<file path="src/rtl/core_pkg.sv">
// Shared constants and payload layout for the fetch/decode boundary.
// Widths here are the defaults; modules re-derive widths from their own parameters.
package core_pkg;

    localparam int          DEF_PC_W     = 64;
    localparam int          DEF_INST_W   = 32;
    localparam logic [31:0] DEF_NOP_INST = 32'h0000_0013; // addi x0, x0, 0

    // Field order matches the packing used on the skid buffer payload (pc in the MSBs).
    typedef struct packed {
        logic [DEF_PC_W-1:0]   pc;
        logic [DEF_INST_W-1:0] inst;
        logic                  fault;
    } if_beat_t;

endpackage

</file>
<file path="src/rtl/pipe_skid.sv">
// Generic two-slot skid buffer with valid/ready on both sides and a synchronous flush.
// Upstream ready depends only on the skid register, so no combinational path from downstream ready.
module pipe_skid #(
    parameter int DATA_W = 8
) (
    input  logic              clk,
    input  logic              rst,
    input  logic              i_flush,
    input  logic              i_valid,
    output logic              o_ready,
    input  logic [DATA_W-1:0] i_data,
    output logic              o_valid,
    input  logic              i_ready,
    output logic [DATA_W-1:0] o_data,
    output logic              o_skid_valid
);

    logic              r_main_valid;
    logic              r_skid_valid;
    logic [DATA_W-1:0] r_main_data;
    logic [DATA_W-1:0] r_skid_data;

    logic w_accept;
    logic w_leave;

    assign o_ready      = !r_skid_valid;
    assign o_valid      = r_main_valid;
    assign o_data       = r_main_data;
    assign o_skid_valid = r_skid_valid;

    assign w_accept = i_valid && !r_skid_valid;
    assign w_leave  = r_main_valid && i_ready;

    // NOTE: state uses non-blocking assignments so every branch sees the pre-edge values.
    always_ff @(posedge clk or posedge rst) begin
        if (rst) begin
            r_main_valid <= 1'b0;
            r_skid_valid <= 1'b0;
            r_main_data  <= '0;
            r_skid_data  <= '0;
        end else if (i_flush) begin
            r_main_valid <= 1'b0;
            r_skid_valid <= 1'b0;
        end else if (!r_main_valid || (w_leave && !r_skid_valid)) begin
            r_main_valid <= w_accept;
            if (w_accept) begin
                r_main_data <= i_data;
            end
        end else if (w_leave) begin
            // Skid is full here, so upstream was stalled and nothing arrives this edge.
            r_main_data  <= r_skid_data;
            r_skid_valid <= 1'b0;
        end else if (w_accept) begin
            r_skid_data  <= i_data;
            r_skid_valid <= 1'b1;
        end
    end

endmodule

</file>
<file path="src/rtl/if_id_pipe.sv">
// IF->ID pipeline register: skid-buffered handshake, flush, NOP presentation when empty,
// fetch-fault passthrough, occupancy report and a saturating stall-cycle counter.
module if_id_pipe
    import core_pkg::*;
#(
    parameter int                PC_W     = DEF_PC_W,
    parameter int                INST_W   = DEF_INST_W,
    parameter logic [INST_W-1:0] NOP_INST = INST_W'(DEF_NOP_INST),
    parameter int                STALL_CW = 32
) (
    input  logic                clk,
    input  logic                rst,
    input  logic                if_valid,
    output logic                if_ready,
    input  logic [PC_W-1:0]     if_pc,
    input  logic [INST_W-1:0]   if_inst,
    input  logic                if_fault,
    input  logic                flush,
    output logic                id_valid,
    input  logic                id_ready,
    output logic [PC_W-1:0]     id_pc,
    output logic [INST_W-1:0]   id_inst,
    output logic                id_fault,
    output logic [1:0]          occupancy,
    output logic [STALL_CW-1:0] stall_cnt
);

    localparam int DATA_W = PC_W + INST_W + 1;

    logic [DATA_W-1:0]   w_in_data;
    logic [DATA_W-1:0]   w_out_data;
    logic                w_main_valid;
    logic                w_skid_valid;
    logic [PC_W-1:0]     w_out_pc;
    logic [INST_W-1:0]   w_out_inst;
    logic                w_out_fault;
    logic [STALL_CW-1:0] r_stall_cnt;

    assign w_in_data = {if_pc, if_inst, if_fault};
    assign {w_out_pc, w_out_inst, w_out_fault} = w_out_data;

    pipe_skid #(
        .DATA_W (DATA_W)
    ) u_skid (
        .clk          (clk),
        .rst          (rst),
        .i_flush      (flush),
        .i_valid      (if_valid),
        .o_ready      (if_ready),
        .i_data       (w_in_data),
        .o_valid      (w_main_valid),
        .i_ready      (id_ready),
        .o_data       (w_out_data),
        .o_skid_valid (w_skid_valid)
    );

    // The pc is left unmasked when empty; decode must ignore it without id_valid.
    assign id_valid  = w_main_valid;
    assign id_pc     = w_out_pc;
    assign id_inst   = w_main_valid ? w_out_inst : NOP_INST;
    assign id_fault  = w_main_valid && w_out_fault;
    assign occupancy = {1'b0, w_main_valid} + {1'b0, w_skid_valid};
    assign stall_cnt = r_stall_cnt;

    always_ff @(posedge clk or posedge rst) begin
        if (rst) begin
            r_stall_cnt <= '0;
        end else if (w_main_valid && !id_ready && !flush && (r_stall_cnt != '1)) begin
            r_stall_cnt <= r_stall_cnt + STALL_CW'(1);
        end
    end

endmodule

</file>
<file path="config.mk">
export PLATFORM = sky130hd
export DESIGN_NAME = if_id_pipe
export DESIGN_NICKNAME = d
export VERILOG_FILES = /design/src/rtl/core_pkg.sv /design/src/rtl/pipe_skid.sv /design/src/rtl/if_id_pipe.sv
export SDC_FILE = /design/constraint.sdc
export NUM_CORES = 1
export LEC_CHECK = 0
export BUFFER_PORTS_ARGS = -buffer_cell sky130_fd_sc_hd__buf_4
export CORE_MARGIN = 1
export CORE_UTILIZATION = 50
export CTS_BUF_LIST = sky130_fd_sc_hd__clkbuf_16
export CTS_CLUSTER_DIAMETER = 200
export CTS_CLUSTER_SIZE = 16
export DETAILED_ROUTE_END_ITERATION = 8
export PLACE_DENSITY = 0.78
export SLEW_MARGIN = 20
export SYNTH_ARGS = -nofsm -noshare
export SYNTH_HDL_FRONTEND = slang
export SYNTH_SLANG_ARGS = --single-unit
</file>
<file path="constraint.sdc">
create_clock -name clk -period 24.6 [get_ports clk]
set_clock_uncertainty 0.1 [all_clocks]
set_input_delay 4.92 -clock clk [delete_from_list [all_inputs] [get_ports clk]]
set_output_delay 4.92 -clock clk [all_outputs]
set_load 0.005 [all_outputs]
</file>
### Word level (Yosys, flattened, before mapping)

Cells that the tools add are included.

* add/sub/neg operators: 2
* equality and inequality tests: 3
* multiplexer cells: 10
* bitwise logic cells: 3
* reduce and logical (&&, ||, !) cells: 18

Operator list (count)
* two-way mux 97 bit: 3
* adder 32 x 1 -> 32 bit, second input constant: 1
* two-way mux 32 bit: 1
* inequality test 32 bit, second input constant: 1
* logical AND 1 bit: 7
* two-way mux 1 bit: 6
* logical NOT 1 bit: 4
* AND reduction 4 bit: 1
* nonzero test 2 bit: 2
* NOT 1 bit: 3
* AND reduction 3 bit: 1
* nonzero test 3 bit: 1
* adder 1 x 1 -> 2 bit: 1
* inequality test 2 x 1 -> 1 bit, second input constant: 1
* inequality test 2 bit, second input constant: 1
* AND reduction 2 bit: 1
* logical OR 1 bit: 1

* bits in registers: 228
* input bits: 102
* output and inout port bits: 133
* word-level logic and storage cells: 41

### Logic depth before layout (Yosys ltp)

Gate-level depths: netlist of the first run.

* depth in word-level cells: 6
* gate-level depth with buffers: 7
* mapped depth without buffers: 6

### By module

Synthesis of the first run repeated with hierarchy kept, for this count alone.

* cells, all modules: 982
* area total of the unflattened synthesis: 10850.4 µm²

Modules (own cells, without submodules)
* pipe_skid: instances 1, cells an instance 790, area each 8936.1 µm², sequential area each 4904.7 µm²
* if_id_pipe: instances 1, cells an instance 192, area each 1914.3 µm², sequential area each 800.8 µm²

### Worst setup path before layout of the first run

Ideal clock, no wire load.

* path kind: input to register
* from: input port id_ready
* to: register r_stall_cnt[23], in the netlist stall_cnt[23]
* library setup time: 0.125 ns
* arrival time: 6.114 ns
* required time: 24.375 ns
* path slack: 18.261 ns
* stages: 5
* buffers on the path: 0
* cells stage by stage: or3b_1 > nand4bb_1 > a211oi_2 > nand4_1 > xnor2_1

* word-level cells in the longest chain between the ends: 4

Ends and longest elaborated chain
* start, declared: line if_id_pipe.sv:20 `input logic id_ready,`
* logical NOT 1 bit: line if_id_pipe.sv:68 `end else if (w_main_valid && !id_ready && !flush && (r_stall_cnt != '1)) begin`
* logical AND 1 bit (3 in series): line if_id_pipe.sv:68
* end signal, assigned: line if_id_pipe.sv:69 `r_stall_cnt <= r_stall_cnt + STALL_CW'(1);`
* end, declared: line if_id_pipe.sv:37 `logic [STALL_CW-1:0] r_stall_cnt;`

No other way between the ends.
A chain may end at the register's enable or synchronous reset.

### Final worst setup path of the first run

* from: input port id_ready
* to: register u_skid.r_skid_data[7]

* word-level cells in the longest chain between the ends: 5
* elaborated cells between the ends (all ways): 6
* classes of those cells: bitwise: 2; reduce/logical: 4

Ends and longest elaborated chain
* logical AND 1 bit (*): line pipe_skid.sv:32 `assign w_leave = r_main_valid && i_ready;`
* logical AND 1 bit: line pipe_skid.sv:44 `end else if (!r_main_valid || (w_leave && !r_skid_valid)) begin`
* logical OR 1 bit: line pipe_skid.sv:44
* NOT 1 bit (no source line)
* AND reduction 4 bit (no source line) (*)
* end signal, assigned: line pipe_skid.sv:54 `r_skid_data <= i_data;`
* end, declared: line pipe_skid.sv:21 `logic [DATA_W-1:0] r_skid_data;`

Every way passes the cells marked *; elsewhere a longest branch is shown, timed or not.

==> summary.txt, run 1 <==
Detailed routing
  – Drt wl/cell: between 15 and 20 um
  – Total Wirelength: approximately 22 mm
  – Detail Route Antenna Nets: 0
  – Initial DRC count: about 420
  – Drt first pass iters: 5
  – DR vias/cell: approximately 5.3
  – Vias: between 7000 and 8000
  – DRC: 0

CTS
  – CTS root buf: clkbuf_16
  – Cts-stage hold buffer count: 0
  – Total CTS buffers: 18
  – H-tree levels: 1
  – Clock Path Buffers: 3
  – CTS resizes: 0
  – Worst-skew pair later-pin latency: between 0.4 and 0.5 ns
  – Sink Count: ~230
  – CTS clk-pin slew, worst paths: ~0.070 ns
  – TritonCTS clock tree: built
  – Post-CTS setup buffer count: 0

Synthesis
  – Ys async rst share: between 90% and 100%
  – Synth Flop Type: dfrtp_1
  – Synth area leaders: dfrtp_1, mux2_2, mux2i_1
  – Syn Area/Cell: about 12 um2
  – Yosys warns: 0
  – Syn Nets: 999
  – Number of synthesized flops with an enable pin: 0
  – Post-synth top area share: a little over half
  – Seq/Total Area, Yosys: 54.6%
  – Synth unique cells: 39
  – Yosys reg bits: 228
  – Cells after Synth: slightly below 900
  – Area leader, netlist: dfrtp_1
  – Post-Syn Area: about 10000 um2

STA
  – Slew Limit Fails: 0
  – Top achievable clock speed: roughly 150 MHz
  – Final setup viols: 0
  – Tcrit/Tclk final: 27.5%
  – Final min period: slightly below 7 ns
  – Worst Max-Slew Pin Slew: 1.08 ns
  – Max_slew headroom: 28.2%
  – Hold Fails Final Rpt: 0
  – Sum Neg Setup Slack: 0 ns
  – RSZ-0062 raised after global routing: false

Floorplanning
  – Io pins: approximately 240
  – Die Span X: ~150 um
  – Full die area: between 20000 and 25000 um2
  – Core area: between 20000 and 25000 um2
  – Die height: approximately 150 um
  – FP Rows: 52
  – Initial core utilization: 51.3%

Layout
  – Design area: 12400 um2
  – Post-layout util: between 60% and 70%
  – Ant. Diodes: 0
  – Share of layout cells above drive strength 1: around 36%
  – Area growth syn-to-layout: 19.0%
  – Final net count: about 1100

Hold path
  – Class of the tightest hold or removal check: reg -> reg
  – Cell depth of the worst hold path: 1

Setup path
  – CP cell instances: buf_4 -> nor3b_2 -> nand3_4 -> buf_4 -> mux2_2
  – Worst Setup End Kind: flip-flop
  – Max incr delay on CP: 0.59 ns
  – CP startpoint kind: input pin
  – Setup CP Type: in -> reg
  – Crit path DAT: ~7.0 ns
  – R2R depth: 5
  – Worst path required time: about 25 ns
  – Crit path max fanout: between 50 and 60
  – Critical path's slowest cell: buf_4
  – Cell mode on critical path: buf_4

Global route
  – GRT Residual Overflow: 0
  – GRT Overall Usage: 20.7%
  – Initial antenna violation count: 0
  – Largest net degree at the start of global routing: just over 100
  – Vias in the first global route: about 7000
  – First-pass GRT wire length: approximately 36 mm

Place
  – Placer congestion estimate: between 0.7 and 0.8
  – Placed Area: about 12000 um2
  – Post-DP HPWL: 14.7 mm
  – PortBufs: about 230

Power
  – IR drop worst, VDD: 0.0000590 V
  – Leakage: a little over 6 nW
  – Final Power: around 960 uW
  – Pwr dens: approximately 77 nW/um2

Outcome
  – Status: finished, final reports clean

Job
  – Maxcap violations: 0
-- logic make-up (layout without fill, tap and decap cells) --
| group | Yosys count | count (layout) | synth area share, % |
|---|---|---|---|
| fa+ha+maj | 2 | 2 | 0.240 |
| buf+inv | 116 | 266 | 6.90 |
| flops | 228 | 228 | 54.6 |
| xor+xnor | 29 | 29 | 2.43 |
| compound gates | 108 | 108 | 5.43 |
| mux | 195 | 195 | 19.9 |
| simple gates | 217 | 217 | 10.5 |
-- state kept, by name, indices dropped and copies added (netlist names) --
name / cells
u_skid.o_valid: 1
u_skid.o_skid_valid: 1
u_skid.r_skid_data: 97
u_skid.o_data: 97
stall_cnt: 32
-- stage by stage --
step	setup WS, ns	instances	hold slack (ns)
final	17.83	1315	0.404
after global routing	17.70	1315	0.419
after CTS	17.87	1315	0.408
after detailed placement	17.36	1295	0.392
after global placement	17.36	1295	0.386
after floorplan	13.33	895	0.379
-- layout by cell type, fill, tap and decap left out, drive strengths merged, types with 2 or more instances in the layout --
cell,n
a211oi,2
a21oi,101
and2,33
and3,6
and4,5
buf,242
clkbuf,19
dfrtp,228
ha,2
inv,4
mux2,98
mux2i,97
nand2,14
nand2b,3
nand3,23
nand4,16
nor2,104
nor3,7
nor4,2
xnor2,23
xor2,6
-- layer usage --
| metal | global-route usage (%) | vias up | routed length [um] |
|---|---|---|---|
| met3 | 4.81 | 35 | 1530 |
| met5 | 0 | - | 0 |
| met1 | 27.8 | 3443 | 9580 |
| li1 | - | 3328 | - |
| met2 | 33.8 | 217 | 10400 |
| met4 | 5.47 | 0 | 440 |
-- cell usage after synthesis (2+ instances only) --
library cell,instances
nand2_1,14
and2_1,32
a21oi_1,101
nor3_1,7
nand3_1,23
mux2_2,97
nand2b_1,3
mux2i_1,97
inv_1,4
nor2_1,104
buf_4,65
xnor2_1,23
buf_2,32
xor2_1,6
ha_1,2
dfrtp_1,228
and4_1,5
and3_1,6
nand4_1,14
clkbuf_1,13
-- worst max-delay path, delay by kind of cell --
| kind | cells | cell delay (ns) |
|---|---|---|
| buffers and inverters | 2 | 0.72 |
| multiplexers | 1 | 0.37 |
| AND/OR/NAND/NOR | 2 | 0.93 |
-- where the power goes --
group | switching [mW] | internal, mW | leakage, nW
registers | 0.0434 | 0.455 | 2.73
logic | 0.0788 | 0.113 | 3.21
clock network | 0.127 | 0.138 | 0.241
total | 0.249 | 0.706 | 6.18
-- layout make-up --
class                      count  area, um2
clock inverter                 1       16.3
timing repair buffer         242       1820
clock buffer                  19        475
inverter                       4       22.5
fill                        1673       7940
multi-input combinational    551       4060
sequential                   228       5710
tap                          270        338
-- path summary, 6_finish.rpt --
check / startpoint / to / slack, ns
hold / removal: u_skid.r_skid_data[95] / u_skid.r_skid_data[95] / 0.40
min in group asynchronous: rst / u_skid.o_data[3] / 4.46
hold reg to reg: u_skid.r_skid_data[95] / u_skid.r_skid_data[95] / 0.40
setup reg to reg: u_skid.o_valid / u_skid.r_skid_data[7] / 21.62
max in group asynchronous: rst / stall_cnt[14] / 18.60
setup / recovery: id_ready / u_skid.r_skid_data[7] / 17.83
No activity file was read; power rests on OpenSTA's default activity.
==> run 2, diff against run 1 <==
- clock period: 24.6 -> 6.6 ns (I/O delays scaled with it)
==> run 2 against run 1 <==
Combinational power increased to 3.7 times the previous value. Worst setup slack lost 14 ns. Hold slack worse by 0.00075 ns. Critical path depth is the same. Register-to-register slack got worse by 18 ns. Routed wire length hardly changed. First-iteration DRC count decreased by 8.8%. Sequential cell count unchanged. Cell count unchanged. Global-route usage shrank 0.26 points. Sequential share of layout area hardly changed.
==> summary.txt, run 2 (synthesis gave the netlist of run 1 again) <==
Setup path
  – CP cell instances: buf_4 -> nor3b_2 -> nand3_4 -> buf_4 -> mux2_2
  – CP startpoint kind: input pin
  – Max incr delay on CP: 0.63 ns (+0.04 ns)
  – R2R depth: 5 (unchanged)
  – Reg2reg end: u_skid.r_skid_data[1]
  – Setup CP Type: in -> reg
  – Cell mode on critical path: buf_4
  – Worst Setup End Kind: flip-flop
  – Crit path DAT: 3.48 ns (-3.54 ns)
  – Reg-to-reg slack, setup: 3.58 ns (-18.04 ns)
  – Worst path required time: 6.87 ns (-17.98 ns)
  – FF-to-FF Start: u_skid.o_valid
  – Critical path's slowest cell: nand3_4
  – Crit path max fanout: 50 (-9.1%)

STA
  – Worst Max-Slew Pin Slew: 1.06 ns (-0.0195 ns)
  – Final min period: between 3 and 4 ns
  – Sum Neg Setup Slack: 0 ns (unchanged)
  – Max_slew headroom: 29.5% (+1.3 points)
  – RSZ-0062 raised after global routing: false
  – Final setup viols: 0 (unchanged)
  – Hold Fails Final Rpt: 0 (unchanged)
  – Slew Limit Fails: 0 (unchanged)
  – Tcrit/Tclk final: around 49%
  – Top achievable clock speed: between 300 and 400 MHz

Layout
  – Storage element area: 5710 um2 (unchanged)
  – Share of layout cells above drive strength 1: 35.6% (unchanged)
  – Ant. Diodes: 0 (unchanged)
  – Area growth syn-to-layout: 19.1% (about the same)
  – Final net count: 1149 (unchanged)
  – Commonest non-fill, non-tap cells in the layout: buf_4, dfrtp_1, nor2_1, a21oi_1
  – Commonest non-fill, non-tap cell in the layout: buf_4
  – Fill count: 1668 (-0.30%)
  – Multi-input gate area in the final layout: 4060 um2 (unchanged)
  – Design area: 12400 um2 (about the same)

Detailed routing
  – DRC: 0 (unchanged)
  – Vias: 6952 (-1.0%)
  – Drt wl/cell: 16.7 um (about the same)
  – Initial DRC count: 385 (-8.8%)
  – DR vias/cell: 5.29 (-1.0%)
  – Total Wirelength: 22.0 mm (about the same)
  – Detail Route Antenna Nets: 0 (unchanged)
  – Drt first pass iters: 7 (+2)

Floorplanning
  – Core area: 20400 um2 (unchanged)
  – Full die area: 21500 um2 (unchanged)
  – Io pins: 235 (unchanged)
  – Initial core utilization: 51.3% (unchanged)
  – Die height: 147 um (unchanged)
  – FP Rows: 52 (unchanged)
  – Die Span X: 147 um (unchanged)

CTS
  – TritonCTS clock tree: built
  – Sink Count: 228 (unchanged)
  – Cts-stage hold buffer count: 0 (unchanged)
  – CTS root buf: clkbuf_16
  – CTS resizes: 0 (unchanged)
  – Clock Path Buffers: 3 (unchanged)
  – Worst-skew pair later-pin latency: 0.48 ns (about the same)
  – H-tree levels: 1 (unchanged)
  – CTS clk-pin slew, worst paths: 0.07 ns (about the same)
  – Post-CTS setup buffer count: 0 (unchanged)
  – Total CTS buffers: 18 (unchanged)

Global route
  – Vias in the first global route: 6871 (-2.3%)
  – GRT Residual Overflow: 0 (unchanged)
  – Largest net degree at the start of global routing: 114 (+13%)
  – Initial antenna violation count: 0 (unchanged)
  – First-pass GRT wire length: 35.8 mm (-0.84%)
  – GRT Overall Usage: 20.5% (-0.26 points)

Power
  – Comb pwr share: 20.0% (about the same)
  – Internal power: 2.63 mW (+270%)
  – Sw frac: 26.1% (about the same)
  – IR drop worst, VDD: 0.000186 V (+210%)
  – Leakage: 6.18 nW (about the same)
  – Switching Power: 928 uW (+270%)
  – Clk pwr share: 27.6% (about the same)
  – Reg power frac: 52.4% (+0.2 points)
  – Pwr dens: 286 nW/um2 (+270%)

Place
  – Placer congestion estimate: 0.846 (+5.7%)
  – PortBufs: 234 (unchanged)
  – Placed Area: 11900 um2 (about the same)
  – Post-DP HPWL: 14.6 mm (about the same)

Hold path
  – Cell depth of the worst hold path: 1 (unchanged)
  – Hold Path End: u_skid.r_skid_data[51]
  – Worst Min Path Start: u_skid.r_skid_data[51]
  – Class of the tightest hold or removal check: reg -> reg

Job
  – Maxcap violations: 0 (unchanged)

Outcome
  – Status: finished, final reports clean
==> run 2: changes by cell type in the layout (fill, tap and decap cells not counted), sizes merged <==
| cell | change |
|---|---|
| inv | -1 |
| clkinvlp | +1 |
==> run 2: worst max-delay path: cells and delay by family <==
kind,cells,cell delay [ns]
buf+inv,2,0.73
simple gates,2,1.02
mux,1,0.36
==> run 2: worst max path at each step <==
stage	start	end	slack, ns	cells after the start
5_1_grt	id_ready	u_skid.r_skid_data[20]	3.26	5
3_3_place_gp	id_ready	u_skid.r_skid_data[1]	2.93	5
4_1_cts	id_ready	u_skid.r_skid_data[31]	3.37	5
6_report	id_ready	u_skid.r_skid_data[1]	3.39	5
2_1_floorplan	rst	stall_cnt[0]	2.20	1
3_5_place_dp	id_ready	u_skid.r_skid_data[31]	2.87	5
==> run 2: routing by layer <==
metal	vias up	routed length (um)	GRT usage [%]
met5	-	0	0
met2	206	10300	32.3
met1	3405	9770	28.4
met4	0	371	5.05
li1	3315	-	-
met3	26	1540	4.91
==> run 2: per-stage QoR <==
stage | cells | hold WS, ns | total power, mW | setup WS [ns] | utilization [%]
after floorplan | 895 | 0.379 | 2.37 | 2.20 | -
after global placement | 1295 | 0.386 | 2.57 | 2.93 | 58.7
after detailed placement | 1295 | 0.392 | 2.61 | 2.87 | 58.7
after CTS | 1315 | 0.406 | 3.61 | 3.37 | 61.1
after global routing | 1315 | 0.419 | 3.76 | 3.26 | 61.1
final | 1315 | 0.403 | 3.56 | 3.39 | 61.1
==> run 2: cell type report <==
| class | instances | area share [%] |
|---|---|---|
| Clock inverter | 1 | 0.131 |
| Multi-Input combinational cell | 551 | 32.6 |
| Clock buffer | 19 | 3.82 |
| Inverter | 4 | 0.151 |
| Timing Repair Buffer | 242 | 14.7 |
| Sequential cell | 228 | 45.9 |
| Tap cell | 270 | 2.72 |
==> run 2: power groups by stage <==
stage | registers (mW) | logic, mW | clock network (mW)
after CTS | 1.87 | 0.725 | 1.02
after floorplan | 1.84 | 0.533 | 0
after global placement | 1.88 | 0.697 | 0
final | 1.87 | 0.713 | 0.983
after global routing | 1.90 | 0.790 | 1.07
after detailed placement | 1.89 | 0.724 | 0
==> run 3, diff against run 2 <==
- CORE_UTILIZATION: 50 -> 49
- PLACE_DENSITY: 0.78 -> 0.79
- clock period: 6.6 -> 2.78 ns (I/O delays scaled with it)
==> run 3 against run 2 <==
Largest cell class unchanged. Highest routed layer unchanged. Sequential share of layout area shrank 0.74 points. Clock power rose by 140%. Register-to-register slack got worse by 3.2 ns. Die area grew 2.0%. Non-clock buffer count increased by 11.
==> summary.txt, run 3 (synthesis gave the netlist of run 1 again) <==
Layout
  – Design area: 12600 um2 (+1.6%)
  – Post-layout util: 60.3% (-0.75 points)
  – Ant. Diodes: 0 (unchanged)
  – Share of layout cells above drive strength 1: 36.2% (+0.58 points)
  – Final net count: 1160 (+0.96%)
  – Finished Layout Cells: 1331 (+1.2%)
  – Area growth syn-to-layout: 21.0%
  – Commonest non-fill, non-tap cell in the layout: buf_4
  – Commonest non-fill, non-tap cells in the layout: buf_4, dfrtp_1, nor2_1, a21oi_1

Floorplanning
  – Full die area: 21900 um2 (+2.0%)
  – Io pins: 235 (unchanged)
  – Die height: 148 um (+1.0%)
  – Die Span X: 148 um (+1.0%)
  – Initial core utilization: 49.9% (-1.4 points)
  – FP Rows: 53 (+1.9%)
  – Core area: 21000 um2 (+2.9%)

Place
  – PortBufs: 234 (unchanged)
  – Placed Instances: 1310 (+1.2%)
  – Pre-CTS WS: 0.528 ns (-2.34 ns)
  – Placer congestion estimate: 0.853 (+0.93%)
  – Placed Area: 12100 um2 (+1.6%)
  – Post-DP HPWL: 15.1 mm (+3.4%)

CTS
  – H-tree levels: 1 (unchanged)
  – TritonCTS clock tree: built
  – Worst-skew pair later-pin latency: 0.49 ns (about the same)
  – CTS resizes: 0 (unchanged)
  – CTS root buf: clkbuf_16
  – Clock Path Buffers: 3 (unchanged)
  – Post-CTS setup buffer count: 0 (unchanged)
  – Total CTS buffers: 18 (unchanged)
  – Cts-stage hold buffer count: 1 (+1)
  – Sink Count: 228 (unchanged)
  – CTS clk-pin slew, worst paths: 0.08 ns (about the same)

STA
  – Hold WS: 0.173 ns (-0.231 ns)
  – Top achievable clock speed: roughly 420 MHz
  – Sum Neg Setup Slack: 0 ns (unchanged)
  – Max_slew headroom: 48.8% (+19 points)
  – RSZ-0062 raised after global routing: false
  – Hold Fails Final Rpt: 0 (unchanged)
  – Slew Limit Fails: 0 (unchanged)
  – Tcrit/Tclk final: between 80 and 90%
  – Worst Slack Setup Final: 0.424 ns (-2.96 ns)
  – Final min period: 2.36 ns
  – Final setup viols: 0 (unchanged)
  – Worst Max-Slew Pin Slew: 0.762 ns (-0.295 ns)

Detailed routing
  – Total Wirelength: 22.5 mm (+2.0%)
  – Initial DRC count: 359 (-6.8%)
  – Drt first pass iters: 6 (-1)
  – Detail Route Antenna Nets: 0 (unchanged)
  – DRC: 0 (unchanged)
  – Drt wl/cell: 16.9 um (+0.76%)
  – DR vias/cell: 5.33 (+0.73%)
  – Vias: 7088 (+2.0%)

Global route
  – Vias in the first global route: 7225 (+5.2%)
  – GRT Overall Usage: 20.5% (about the same)
  – GRT Residual Overflow: 0 (unchanged)
  – Initial antenna violation count: 0 (unchanged)
  – Largest net degree at the start of global routing: 110 (-3.5%)
  – First-pass GRT wire length: 36.3 mm (+1.4%)

Outcome
  – Status: finished, final reports clean

Power
  – Final Power: 8.50 mW (+140%)
  – IR drop worst, VDD: 0.000515 V (+180%)
  – Sw frac: 26.2% (+0.13 points)
  – Pwr dens: 673 nW/um2 (+130%)
  – Comb pwr share: 20.5% (+0.5 points)
  – Internal power: 6.28 mW (+140%)
  – Clk pwr share: 27.7% (about the same)
  – Leakage: 6.28 nW (+1.6%)
  – Reg power frac: 51.9% (-0.5 points)
  – Switching Power: 2.23 mW (+140%)

Setup path
  – Worst path required time: 3.09 ns (-3.78 ns)
  – CP startpoint kind: flip-flop
  – Setup CP Type: reg -> reg
  – R2R depth: 5 (unchanged)
  – Crit path max fanout: 8 (-84%)
  – Crit path DAT: 2.67 ns (-0.81 ns)
  – Worst Setup End Kind: flip-flop
  – FF-to-FF Start: stall_cnt[12]
  – Reg2reg end: stall_cnt[28]
  – Reg-to-reg slack, setup: 0.42 ns (-3.16 ns)

Hold path
  – Hold Path End: u_skid.o_valid
  – Class of the tightest hold or removal check: in -> reg
  – Cell depth of the worst hold path: 2 (+1)
  – Worst Min Path Start: flush

Job
  – Maxcap violations: 0 (unchanged)
==> run 3: cell count changes in the layout (fill, tap and decap cells not counted), sizes merged <==
| cell | change |
|---|---|
| buf | +10 |
| dlygate4sd3 | +1 |
==> run 3: final cells by class <==
type | instances | area, um2
Sequential cell | 228 | 5710
Fill cell | 1747 | 8310
Inverter | 4 | 18.8
Timing Repair Buffer | 253 | 2030
Clock buffer | 19 | 475
Tap cell | 275 | 344
Multi-Input combinational cell | 551 | 4060
Clock inverter | 1 | 16.3
==> run 3: worst max-delay path, stage by stage, from the launching register on <==
cell,delay [ns]
dfrtp_1,0.51
nand3_1,0.18
nor3_1,0.66
nand3_1,0.32
nor3_1,0.34
xor2_1,0.18
==> run 3: per-layer routing <==
metal  vias up  track usage (%)  routed length, um
met4         0             5.82                527
met5         -                0                  0
li1       3334                -                  -
met2       205             33.2              10600
met1      3511             26.9               9700
met3        38             5.40               1630
==> run 3: worst max path at each step <==
stage | start | to | cells after the start
3_3_place_gp | id_ready | stall_cnt[23] | 6
3_5_place_dp | id_ready | stall_cnt[23] | 6
6_report | stall_cnt[12] | stall_cnt[28] | 5
2_1_floorplan | rst | stall_cnt[0] | 1
4_1_cts | u_skid.o_valid | id_inst[17] | 3
5_1_grt | stall_cnt[12] | stall_cnt[30] | 5
==> run 3: power groups by stage <==
| stage | Combinational (mW) | Sequential, mW | Clock (mW) |
|---|---|---|---|
| floorplan | 1.27 | 4.36 | 0 |
| global placement | 1.71 | 4.42 | 0 |
| detailed placement | 1.76 | 4.47 | 0 |
| CTS | 1.77 | 4.41 | 2.45 |
| global route | 1.93 | 4.49 | 2.55 |
| finish | 1.74 | 4.41 | 2.35 |
